[src/rtl/rr_mux_select_sequencer.sv]
// Round-robin sequencer driving a 4:1 single-bit mux select; holds select HOLD_CYCLES before sampling.
// Request to out_valid: 1 + HOLD_CYCLES edges; PRESENT holds all outputs until out_ready, then acks.
module rr_mux_select_sequencer #(
  parameter int HOLD_CYCLES = 2
) (
  input  logic       clk,
  input  logic       rst_n,
  input  logic [3:0] req,
  output logic       s1,
  output logic       s2,
  input  logic       mux_out,
  output logic       out_data,
  output logic [1:0] out_chan,
  output logic       out_valid,
  input  logic       out_ready,
  output logic [3:0] ack
);

  localparam logic [1:0] IDLE    = 2'd0;
  localparam logic [1:0] SETTLE  = 2'd1;
  localparam logic [1:0] PRESENT = 2'd2;

  localparam logic [7:0] HOLD_INIT = 8'(HOLD_CYCLES - 1);

  logic [1:0] state;
  logic [1:0] ptr;
  logic [1:0] sel;
  logic [7:0] hold_cnt;
  logic [1:0] grant;
  logic [1:0] idx;
  logic       found;

  assign s1 = sel[1];
  assign s2 = sel[0];

  // First requesting channel at or after ptr, wrapping mod 4.
  always_comb begin
    grant = ptr;
    found = 1'b0;
    idx   = ptr;
    for (int i = 0; i < 4; i++) begin
      idx = ptr + 2'(i);
      if (!found && req[idx]) begin
        grant = idx;
        found = 1'b1;
      end
    end
  end

  always_ff @(posedge clk) begin
    if (!rst_n) begin
      state     <= IDLE;
      ptr       <= 2'd0;
      sel       <= 2'd0;
      out_data  <= 1'b0;
      out_chan  <= 2'd0;
      out_valid <= 1'b0;
      ack       <= 4'd0;
      hold_cnt  <= 8'd0;
    end else begin
      ack <= 4'd0;
      case (state)
        IDLE: begin
          if (found) begin
            sel      <= grant;
            out_chan <= grant;
            hold_cnt <= HOLD_INIT;
            state    <= SETTLE;
          end
        end
        SETTLE: begin
          if (hold_cnt != 8'd0) begin
            hold_cnt <= hold_cnt - 8'd1;
          end else begin
            out_data  <= mux_out;
            out_valid <= 1'b1;
            state     <= PRESENT;
          end
        end
        PRESENT: begin
          // Rotating ptr past the served channel keeps a persistent requester from starving others.
          if (out_ready) begin
            out_valid <= 1'b0;
            ack       <= 4'b0001 << out_chan;
            ptr       <= out_chan + 2'd1;
            state     <= IDLE;
          end
        end
        default: state <= IDLE;
      endcase
    end
  end

endmodule

[config.mk]
export PLATFORM = sky130hd
export DESIGN_NAME = rr_mux_select_sequencer
export DESIGN_NICKNAME = d
export VERILOG_FILES = /design/src/rtl/rr_mux_select_sequencer.sv
export SDC_FILE = /design/constraint.sdc
export NUM_CORES = 1
export LEC_CHECK = 0
export BUFFER_PORTS_ARGS = -buffer_cell sky130_fd_sc_hd__buf_2
export CAP_MARGIN = 20
export CORE_UTILIZATION = 48
export CTS_CLUSTER_DIAMETER = 80
export DETAILED_ROUTE_END_ITERATION = 8
export GPL_TIMING_DRIVEN = 0
export PLACE_DENSITY = 0.73
export SLEW_MARGIN = 20
export SYNTH_ARGS = -nofsm -noshare
export SYNTH_HDL_FRONTEND = slang
export SYNTH_SLANG_ARGS = --single-unit
[constraint.sdc]
create_clock -name clk -period 1.7 [get_ports clk]
set_clock_uncertainty 0.05 [all_clocks]
set_input_delay 0.17 -clock clk [delete_from_list [all_inputs] [get_ports clk]]
set_output_delay 0.17 -clock clk [all_outputs]
set_load 0.02 [all_outputs]
==> flow_summary.json, run 1 <==
{
  "fin_crit_ns": 1.72,
  "r2r_cells": 7,
  "synth_top_area_frac": 0.412,
  "setup_violations": 2,
  "clk_pin_slew_ns": 0.11,
  "multi_input_area_um2": 559,
  "setup_ws_ns": -0.0214,
  "rows": 15,
  "yosys_warnings": 0,
  "min_from": "mux_out",
  "antenna_cells": 0,
  "arrival_ns": 1.92,
  "synthTopCellsByArea": "dfxtp_1 (41%), a21oi_1 (5.2%), nor2_1 (5.0%)",
  "min_path_type": "primary input to flop",
  "insertion_delay_ns": 0.30,
  "p_leak_uw": 0.000564,
  "pin_count": 18,
  "finalWirelength_mm": 2.35,
  "htreeDepth": 1,
  "ys_seq_area_frac": 0.412,
  "cts_buffer_depth": 2,
  "slew_violations": 0,
  "cts_sinks": 20,
  "hold_violations": 0,
  "syn-instance-count": 117,
  "syn_nets": 127,
  "grt_pass1_wl_mm": 3.80,
  "hold_end": "out_data",
  "ys_types": 32,
  "rsz0062_at_grt": "true",
  "yosys.area.top_type": "dfxtp_1",
  "io_buffers": 17,
  "grt-ovfl-total": 0,
  "fp.dieArea_um2": 2210,
  "ir_drop_uv": 1390,
  "ff2ff_setup_slack_ns": -0.02,
  "cap_violations": 0,
  "fin_crit_sh": 1.01,
  "power_uw": 2770,
  "slew_headroom": 0.687,
  "mostFrequentLayoutCells": "buf_2 (17), buf_4 (14), dfxtp_1 (14)",
  "final_util": 0.708,
  "drcViolationCount": 0,
  "startpoint_type": "flop",
  "dpl.hpwl_mm": 1.48,
  "post-place-ws_ns": -0.153,
  "die_h_um": 47.0,
  "antenna_left": 0,
  "setup_tns_ns": -0.0355,
  "fmax_ghz": 0.581,
  "crit_path_max_fanout": 3,
  "syn_area_um2": 971,
  "avgSynthCellArea_um2": 8.30,
  "core-area_um2": 1800,
  "start_util": 0.539,
  "final_common_cell": "buf_2",
  "antenna_found_initial": 0,
  "critPathKind": "flop to flop",
  "grt_pass1_vias": 882,
  "numCtsBuffers": 3,
  "syn_to_final_growth_pct": 31.3,
  "drt_iter0_drc": 37,
  "grtUsageTotal": 0.249,
  "tightest_slew_ns": 0.469,
  "wl_per_cell_um": 13.5,
  "p_per_area_nw_per_um2": 2170,
  "drtPass1Iterations": 4,
  "hold_depth": 3,
  "seq_area_um2": 408,
  "root_buffer": "clkbuf_4",
  "cts_tree": "built",
  "r2r_start": "hold_cnt[1]",
  "cp-end-kind": "flop",
  "status": "complete, but fails checks",
  "synth_seq_cells": 20,
  "gp_congestion": 0.752,
  "fin_nets": 161,
  "grt_max_degree": 11,
  "fp.dieW_um": 47.0,
  "failed_checks": "setup timing",
  "postCtsHoldBufs": 0,
  "timing.rr.end": "hold_cnt[6]",
  "routed_via_density": 5.51,
  "num_vias": 958,
  "fillCellCount": 146,
  "drive_above_1_share": 0.376,
  "cp.required_ns": 1.90
}
==> repair_timing <==
item / in CTS / in global routing
hold endpoints to repair: 0 / 0
setup buffers: 7 / 6
gates cloned: 1 / 0
pin swaps: 5 / 6
setup endpoints to repair: 11 / 11
gates resized for setup: 12 / 12
==> worst max path at each step <==
| stage | from | to | slack (ns) | cells past startpoint |
|---|---|---|---|---|
| after global placement | hold_cnt[0] | hold_cnt[0] | -0.11 | 7 |
| after floorplan | hold_cnt[3] | hold_cnt[6] | 0.007 | 4 |
| after global routing | hold_cnt[1] | hold_cnt[0] | -0.07 | 7 |
| final | hold_cnt[1] | hold_cnt[6] | -0.02 | 7 |
| after detailed placement | hold_cnt[0] | hold_cnt[0] | -0.15 | 7 |
| after CTS | hold_cnt[1] | hold_cnt[0] | -0.008 | 7 |
==> synthesized netlist by cell type <==
library cell	number
buf_2	2
and3_1	3
dfxtp_1	20
a211oi_1	1
or4_4	1
nand3b_1	3
o311a_1	1
o22ai_2	1
inv_1	7
o31ai_1	2
xor2_1	1
nor2_1	13
nor4_1	3
nand3_1	1
nand2_1	10
o21ai_0	5
nor4_2	1
and2_1	1
o211ai_1	1
a21o_1	2
nor3_1	3
or4_1	3
nand2b_1	6
o22ai_1	2
ha_1	2
mux2i_1	2
or3_1	4
or4bb_1	1
buf_4	2
o32a_1	1
clkbuf_1	2
a21oi_1	10
==> critical path, stage by stage (launching register included) <==
cell	delay, ns
dfxtp_2	0.35
inv_2	0.05
ha_4	0.15
or4bb_4	0.21
o22ai_4	0.08
buf_6	0.13
or4_4	0.51
a21oi_2	0.14
==> stage by stage <==
step | hold slack (ns) | instances | instance area (um^2)
5_1_grt | 0.0442 | 174 | 1270
6_report | 0.0391 | 174 | 1270
3_3_place_gp | 0.340 | 159 | 1100
4_1_cts | 0.0360 | 168 | 1190
3_5_place_dp | 0.356 | 159 | 1100
2_1_floorplan | 0.250 | 117 | 983
==> logic make-up after synthesis <==
logic type | Yosys count | share of synthesized area
buf+inv | 13 | 0.0606
mux | 2 | 0.0206
fa+ha+maj | 2 | 0.0258
xor+xnor | 1 | 0.00902
compound gates | 26 | 0.170
simple gates | 53 | 0.302
flops | 20 | 0.412
==> per-layer routing <==
layer,GRT usage,vias to the layer above,part of all wire,wire length (um)
met1,0.301,439,0.44,1030
met3,0.0692,7,0.058,137
met5,0,-,0,0
met4,0.120,0,0.023,53
met2,0.408,33,0.48,1120
li1,-,479,-,-
==> sequential cells by signal, indices dropped and copies added, names as in the netlist <==
signal     cells
ptr            2
out_valid      1
hold_cnt       8
out_data       1
state          2
sel            2
ack            4
==> layout make-up <==
type,count,share of cell area
Buffer,4,0.0236
Clock buffer,3,0.0177
Inverter,7,0.0206
Multi-Input combinational cell,84,0.439
Sequential cell,20,0.320
Tap cell,25,0.0245
Timing Repair Buffer,31,0.155
==> where the power goes <==
part | internal, uW | leakage [uW] | switching (uW) | total, uW
logic | 910 | 0.000385 | 817 | 1730
clock network | 82.7 | 0.0000138 | 136 | 218
registers | 640 | 0.000165 | 184 | 824
total | 1630 | 0.000564 | 1140 | 2770
Note: power is estimated with default switching activity, not from simulation.
==> inputs of run 2 (changes only) <==
--- a/config.mk
+++ b/config.mk
@@ -7,11 +7,14 @@
 export LEC_CHECK = 0
 export BUFFER_PORTS_ARGS = -buffer_cell sky130_fd_sc_hd__buf_2
 export CAP_MARGIN = 20
+export CORE_MARGIN = 4
 export CORE_UTILIZATION = 48
 export CTS_CLUSTER_DIAMETER = 80
 export DETAILED_ROUTE_END_ITERATION = 8
 export GPL_TIMING_DRIVEN = 0
+export MAX_ROUTING_LAYER = met4
 export PLACE_DENSITY = 0.73
+export SKIP_LAST_GASP = 1
 export SLEW_MARGIN = 20
 export SYNTH_ARGS = -nofsm -noshare
 export SYNTH_HDL_FRONTEND = slang
==> run 2 against run 1 <==
Against the previous run:
- the flow still finishes with violations (setup timing)
- flip-flop and latch count unchanged
- cell count decreased by 0.57%
- sequential power decreased by 0.8%
- critical path type unchanged
- critical endpoint unchanged
- largest power group unchanged
==> flow_summary.json, run 2 (synthesis results as in run 1) <==
{
  "status": "complete, but fails checks",
  "failed_checks": "setup timing",
  "rows": 16,
  "cp-end-kind": "flop",
  "final_common_cell": "buf_2",
  "pin_count": 18,
  "grt_pass1_wl_mm": 3.74,
  "crit_path_max_fanout": 6,
  "top_regs": "hold_cnt: 8 flops, ack: 4 flops",
  "p_per_area_nw_per_um2": 2190,
  "drtPass1Iterations": 4,
  "worstPathCellList": "or4_4 -> or4_4 -> a21oi_2",
  "fmax_ghz": 0.579,
  "min_path_type": "primary input to flop",
  "grt_pass1_vias": 877,
  "use_met1": 0.221,
  "drive_above_1_share": 0.349,
  "met2_usage": 0.304,
  "cp_num_buf_inv": 0,
  "critPathKind": "flop to flop",
  "slew_headroom": 0.703,
  "setup_ws_ns": -0.0274,
  "ir_drop_uv": 1190,
  "syn_to_final_growth_pct": 30.8,
  "num_vias": 937,
  "numCtsBuffers": 3,
  "finalWirelength_mm": 2.25,
  "grt.met3_usage": 0.0254,
  "startpoint_type": "flop",
  "cp.required_ns": 1.89,
  "rsz0062_at_grt": "true",
  "fin_crit_ns": 1.73,
  "final_util": 0.654,
  "fin_crit_sh": 1.02,
  "hold_violations": 0,
  "p_leak_uw": 0.000558,
  "top_register": "hold_cnt",
  "grtUsageTotal": 0.183,
  "cap_violations": 0,
  "post-place-ws_ns": -0.146,
  "grt-ovfl-total": 0,
  "power_uw": 2780,
  "clk_pin_slew_ns": 0.12,
  "core-area_um2": 1940,
  "gp_congestion": 0.780,
  "routed_via_density": 5.42,
  "setup_tns_ns": -0.0433,
  "fp.dieW_um": 53.0,
  "drcViolationCount": 0,
  "dpl.hpwl_mm": 1.53,
  "slowest_delay_ns": 0.59,
  "gr-max-usage-layer": "met2",
  "cts_buffer_depth": 2,
  "root_buffer": "clkbuf_4",
  "slew_violations": 0,
  "cts_tree": "built",
  "antenna_found_initial": 0,
  "tightest_slew_ns": 0.445,
  "grt_max_degree": 13,
  "cp_common_cell": "or4_4",
  "crit_family": "simple AND/OR/NAND/NOR gates",
  "die_h_um": 53.0,
  "arrival_ns": 1.92,
  "fp.dieArea_um2": 2810,
  "setup_violations": 2,
  "postCtsHoldBufs": 0,
  "antenna_cells": 0,
  "io_buffers": 17,
  "start_util": 0.500,
  "insertion_delay_ns": 0.30,
  "fin_nets": 157,
  "fillCellCount": 167,
  "critPathSlowestCell": "or4_4",
  "largest_reg_flops": 8,
  "htreeDepth": 1,
  "wl_per_cell_um": 13.0,
  "antenna_left": 0,
  "mostFrequentLayoutCells": "buf_2 (17), dfxtp_1 (14), nor2_1 (13)",
  "drt_iter0_drc": 17,
  "cts_sinks": 20
}
## run 2: cell count changes in the layout (fill, tap and decap cells not counted)
cell       change
bufinv_16      +1
or4_4          -1
o21ai_2        -1
buf_4          -4
o21ai_1        +1
or4_1          +1
## run 2: final timing paths
path	from	to	slack [ns]	cells past startpoint
setup / recovery	hold_cnt[3]	hold_cnt[6]	-0.03	3
hold / removal	mux_out	out_data	0.04	3
setup reg to reg	hold_cnt[3]	hold_cnt[6]	-0.03	3
hold reg to reg	out_data	out_data	0.42	2
## run 2: tightest hold or removal path, cell delays in order
cell	delay (ns)
buf_2	0.07
nand3_1	0.06
o21ai_0	0.07
## run 2: through the flow
step / hold WS, ns / area, um^2 / instances
after floorplan: 0.250 / 983 / 117
after global placement: 0.342 / 1100 / 161
after detailed placement: 0.368 / 1100 / 161
after CTS: 0.0313 / 1220 / 169
after global routing: 0.0584 / 1270 / 173
final: 0.0449 / 1270 / 173
## run 2: what timing repair did
action                                  in CTS  in global routing
pin swaps                                    6                  5
gates cloned                                 1                  0
endpoints found under the setup margin      11                  9
setup buffers                                5                  4
gates resized for setup                     15                  7
hold endpoints to repair                     0                  0
## run 2: power by group
part           internal (uW)  switching (uW)  total (uW)
Combinational            810             759        1570
Sequential               639             177         817
Clock                    238             153         391
Total                   1690            1090        2780
## run 2: final cells by class
| cell class | instances | area, um^2 | area share |
|---|---|---|---|
| flip-flops and latches | 20 | 408 | 0.321 |
| repair buffers | 27 | 168 | 0.132 |
| well taps | 27 | 33.8 | 0.0266 |
| multi-input cells | 84 | 552 | 0.434 |
| clock inverters | 1 | 30.0 | 0.0236 |
| plain buffers | 4 | 30.0 | 0.0236 |
| clock buffers | 3 | 22.5 | 0.0177 |
| inverters | 7 | 26.3 | 0.0207 |
## run 2: routing by layer
metal  up-vias  part of all wire
li1        472                 -
met1       439              0.44
met2        22              0.51
met3         4             0.038
met4         0             0.013
met5         -                 0
==> inputs of run 3 (changes only) <==
--- a/config.mk
+++ b/config.mk
@@ -7,7 +7,6 @@
 export LEC_CHECK = 0
 export BUFFER_PORTS_ARGS = -buffer_cell sky130_fd_sc_hd__buf_2
 export CAP_MARGIN = 20
-export CORE_MARGIN = 4
 export CORE_UTILIZATION = 48
 export CTS_CLUSTER_DIAMETER = 80
 export DETAILED_ROUTE_END_ITERATION = 8
==> constraint.sdc (replaced) <==
create_clock -name clk -period 1.45 [get_ports clk]
set_clock_uncertainty 0.05 [all_clocks]
set_input_delay 0.145 -clock clk [delete_from_list [all_inputs] [get_ports clk]]
set_output_delay 0.145 -clock clk [all_outputs]
set_load 0.1 [all_outputs]
==> run 3 against run 2 <==
Against the previous run:
- the run still ends with setup timing left
- via count is 2.6% higher
- routed wire length up 2.1%
- design area increased by 2.5%
- core utilization up 6.8 points
- die area fell by 21%
- cell count fell by 0.58%
- non-clock buffer count rose by 2
- fmax increased by 2.1%
- register-to-register slack worse by 0.22 ns
- critical path type unchanged
- critical endpoint is now hold_cnt[0]
- largest power group unchanged
==> flow_summary.json, run 3 (synthesis results as in run 1) <==
{
  "drive_above_1_share": 0.388,
  "pin_count": 18,
  "syn_to_final_growth_pct": 34.0,
  "failed_checks": "setup timing",
  "grtUsageTotal": 0.233,
  "fp.dieArea_um2": 2210,
  "mostFrequentLayoutCells": "buf_2 (15), nor2_1 (13), buf_4 (13)",
  "setup_violations": 12,
  "worstPathCellList": "inv_4 -> ha_4 -> or4bb_4 -> o22ai_4 -> buf_6 -> o21ai_2 -> and3_1",
  "multi_input_area_um2": 592,
  "dp.cells": 159,
  "postCtsHoldBufs": 0,
  "start_util": 0.539,
  "slew_headroom": 0.678,
  "tightest_slew_ns": 0.486,
  "cts_buffer_depth": 2,
  "fin_nets": 159,
  "drcViolationCount": 0,
  "rows": 15,
  "p_leak_uw": 0.000559,
  "fin_crit_sh": 1.17,
  "final_common_cell": "buf_2",
  "arrival_ns": 1.84,
  "ir_drop_uv": 1790,
  "startpoint_type": "flop",
  "p_int_uw": 1920,
  "gp_congestion": 0.850,
  "swShare": 0.470,
  "grt_pass1_wl_mm": 3.48,
  "min_path_type": "primary input to flop",
  "htreeDepth": 1,
  "top_register": "hold_cnt",
  "power.switching_uw": 1700,
  "p_per_area_nw_per_um2": 2780,
  "critPathSlowestCell": "or4bb_4",
  "io_buffers": 17,
  "grt_max_degree": 11,
  "insertion_delay_ns": 0.30,
  "status": "complete, but fails checks",
  "finalWirelength_mm": 2.29,
  "root_buffer": "clkbuf_4",
  "grt-ovfl-total": 0,
  "layout.cells.non_filler": 172,
  "setup_ws_ns": -0.243,
  "clk_pin_slew_ns": 0.11,
  "fillCellCount": 147,
  "cts_sinks": 20,
  "power_uw": 3620,
  "num_vias": 961,
  "wl_per_cell_um": 13.3,
  "crit_family": "simple AND/OR/NAND/NOR gates",
  "slew_violations": 0,
  "numCtsBuffers": 3,
  "pwr-share-seq": 0.275,
  "cp_num_buf_inv": 2,
  "fp.dieW_um": 47.0,
  "combPwrFrac": 0.652,
  "fmax_ghz": 0.591,
  "antenna_found_initial": 0,
  "die_h_um": 47.0,
  "fin_crit_ns": 1.69,
  "seq_area_um2": 410,
  "post-place-ws_ns": -0.279,
  "cp.required_ns": 1.60,
  "cp-end-kind": "flop",
  "largest_reg_flops": 8,
  "power_frac_clock": 0.073,
  "hold_violations": 0,
  "drtPass1Iterations": 4,
  "grt_pass1_vias": 809,
  "slowest_delay_ns": 0.46,
  "dpl.hpwl_mm": 1.44,
  "core-area_um2": 1800,
  "crit_path_max_fanout": 5,
  "antenna_cells": 0,
  "rsz0062_at_grt": "true",
  "critPathKind": "flop to flop",
  "cap_violations": 0,
  "routed_via_density": 5.59,
  "drt_iter0_drc": 15,
  "cts_tree": "built",
  "antenna_left": 0,
  "top_regs": "hold_cnt: 8 flops, ack: 4 flops"
}
## run 3: repair_timing
action / 4_1_cts / 5_1_grt
setup buffers: 6 / 5
pin swaps: 7 / 9
gates resized for setup: 11 / 10
setup endpoints to repair: 12 / 14
cloned: 1 / 0
## run 3: power groups by stage
stage	combinational [uW]	clock, uW	sequential (uW)
detailed placement	1830	0	929
CTS	2150	269	926
floorplan	1280	0	1170
global placement	1780	0	922
global route	2550	291	1020
finish	2360	263	996
## run 3: worst paths after layout
path              slack (ns)  cells past startpoint         from          end
setup reg to reg       -0.24                      7  hold_cnt[0]  hold_cnt[0]
hold / removal          0.03                      3      mux_out     out_data
setup / recovery       -0.24                      7  hold_cnt[0]  hold_cnt[0]
hold reg to reg         0.41                      2     out_data     out_data
## run 3: per-stage QoR
step,area [um^2],TNS [ns],hold slack [ns],utilization
after detailed placement,1130,-2.52,0.326,0.626
after floorplan,1010,-1.28,0.225,-
after CTS,1240,-2.24,0.0318,0.686
after global routing,1300,-3.12,0.0272,0.722
final,1300,-2.32,0.0328,0.722
after global placement,1130,-2.25,0.311,0.626
## run 3: area by class of cell
class,instances,area share
sequential,20,0.315
buffer,4,0.0231
clock buffer,3,0.0173
tap,25,0.0240
timing repair buffer,29,0.141
multi-input combinational,84,0.455
inverter,7,0.0240
## run 3: worst reg2reg max path, delay by kind of cell (launching register included)
family,cells,cell delay (ns)
flops,1,0.35
simple gates,2,0.62
buf+inv,2,0.24
compound gates,2,0.22
fa+ha+maj,1,0.13
## run 3: per-layer routing
layer | vias to the layer above | wire, um | GRT usage
li1 | 479 | - | -
met1 | 459 | 1060 | 0.304
met2 | 19 | 1130 | 0.356
met3 | 4 | 69 | 0.0346
met4 | 0 | 36 | 0.103
met5 | - | 0 | -
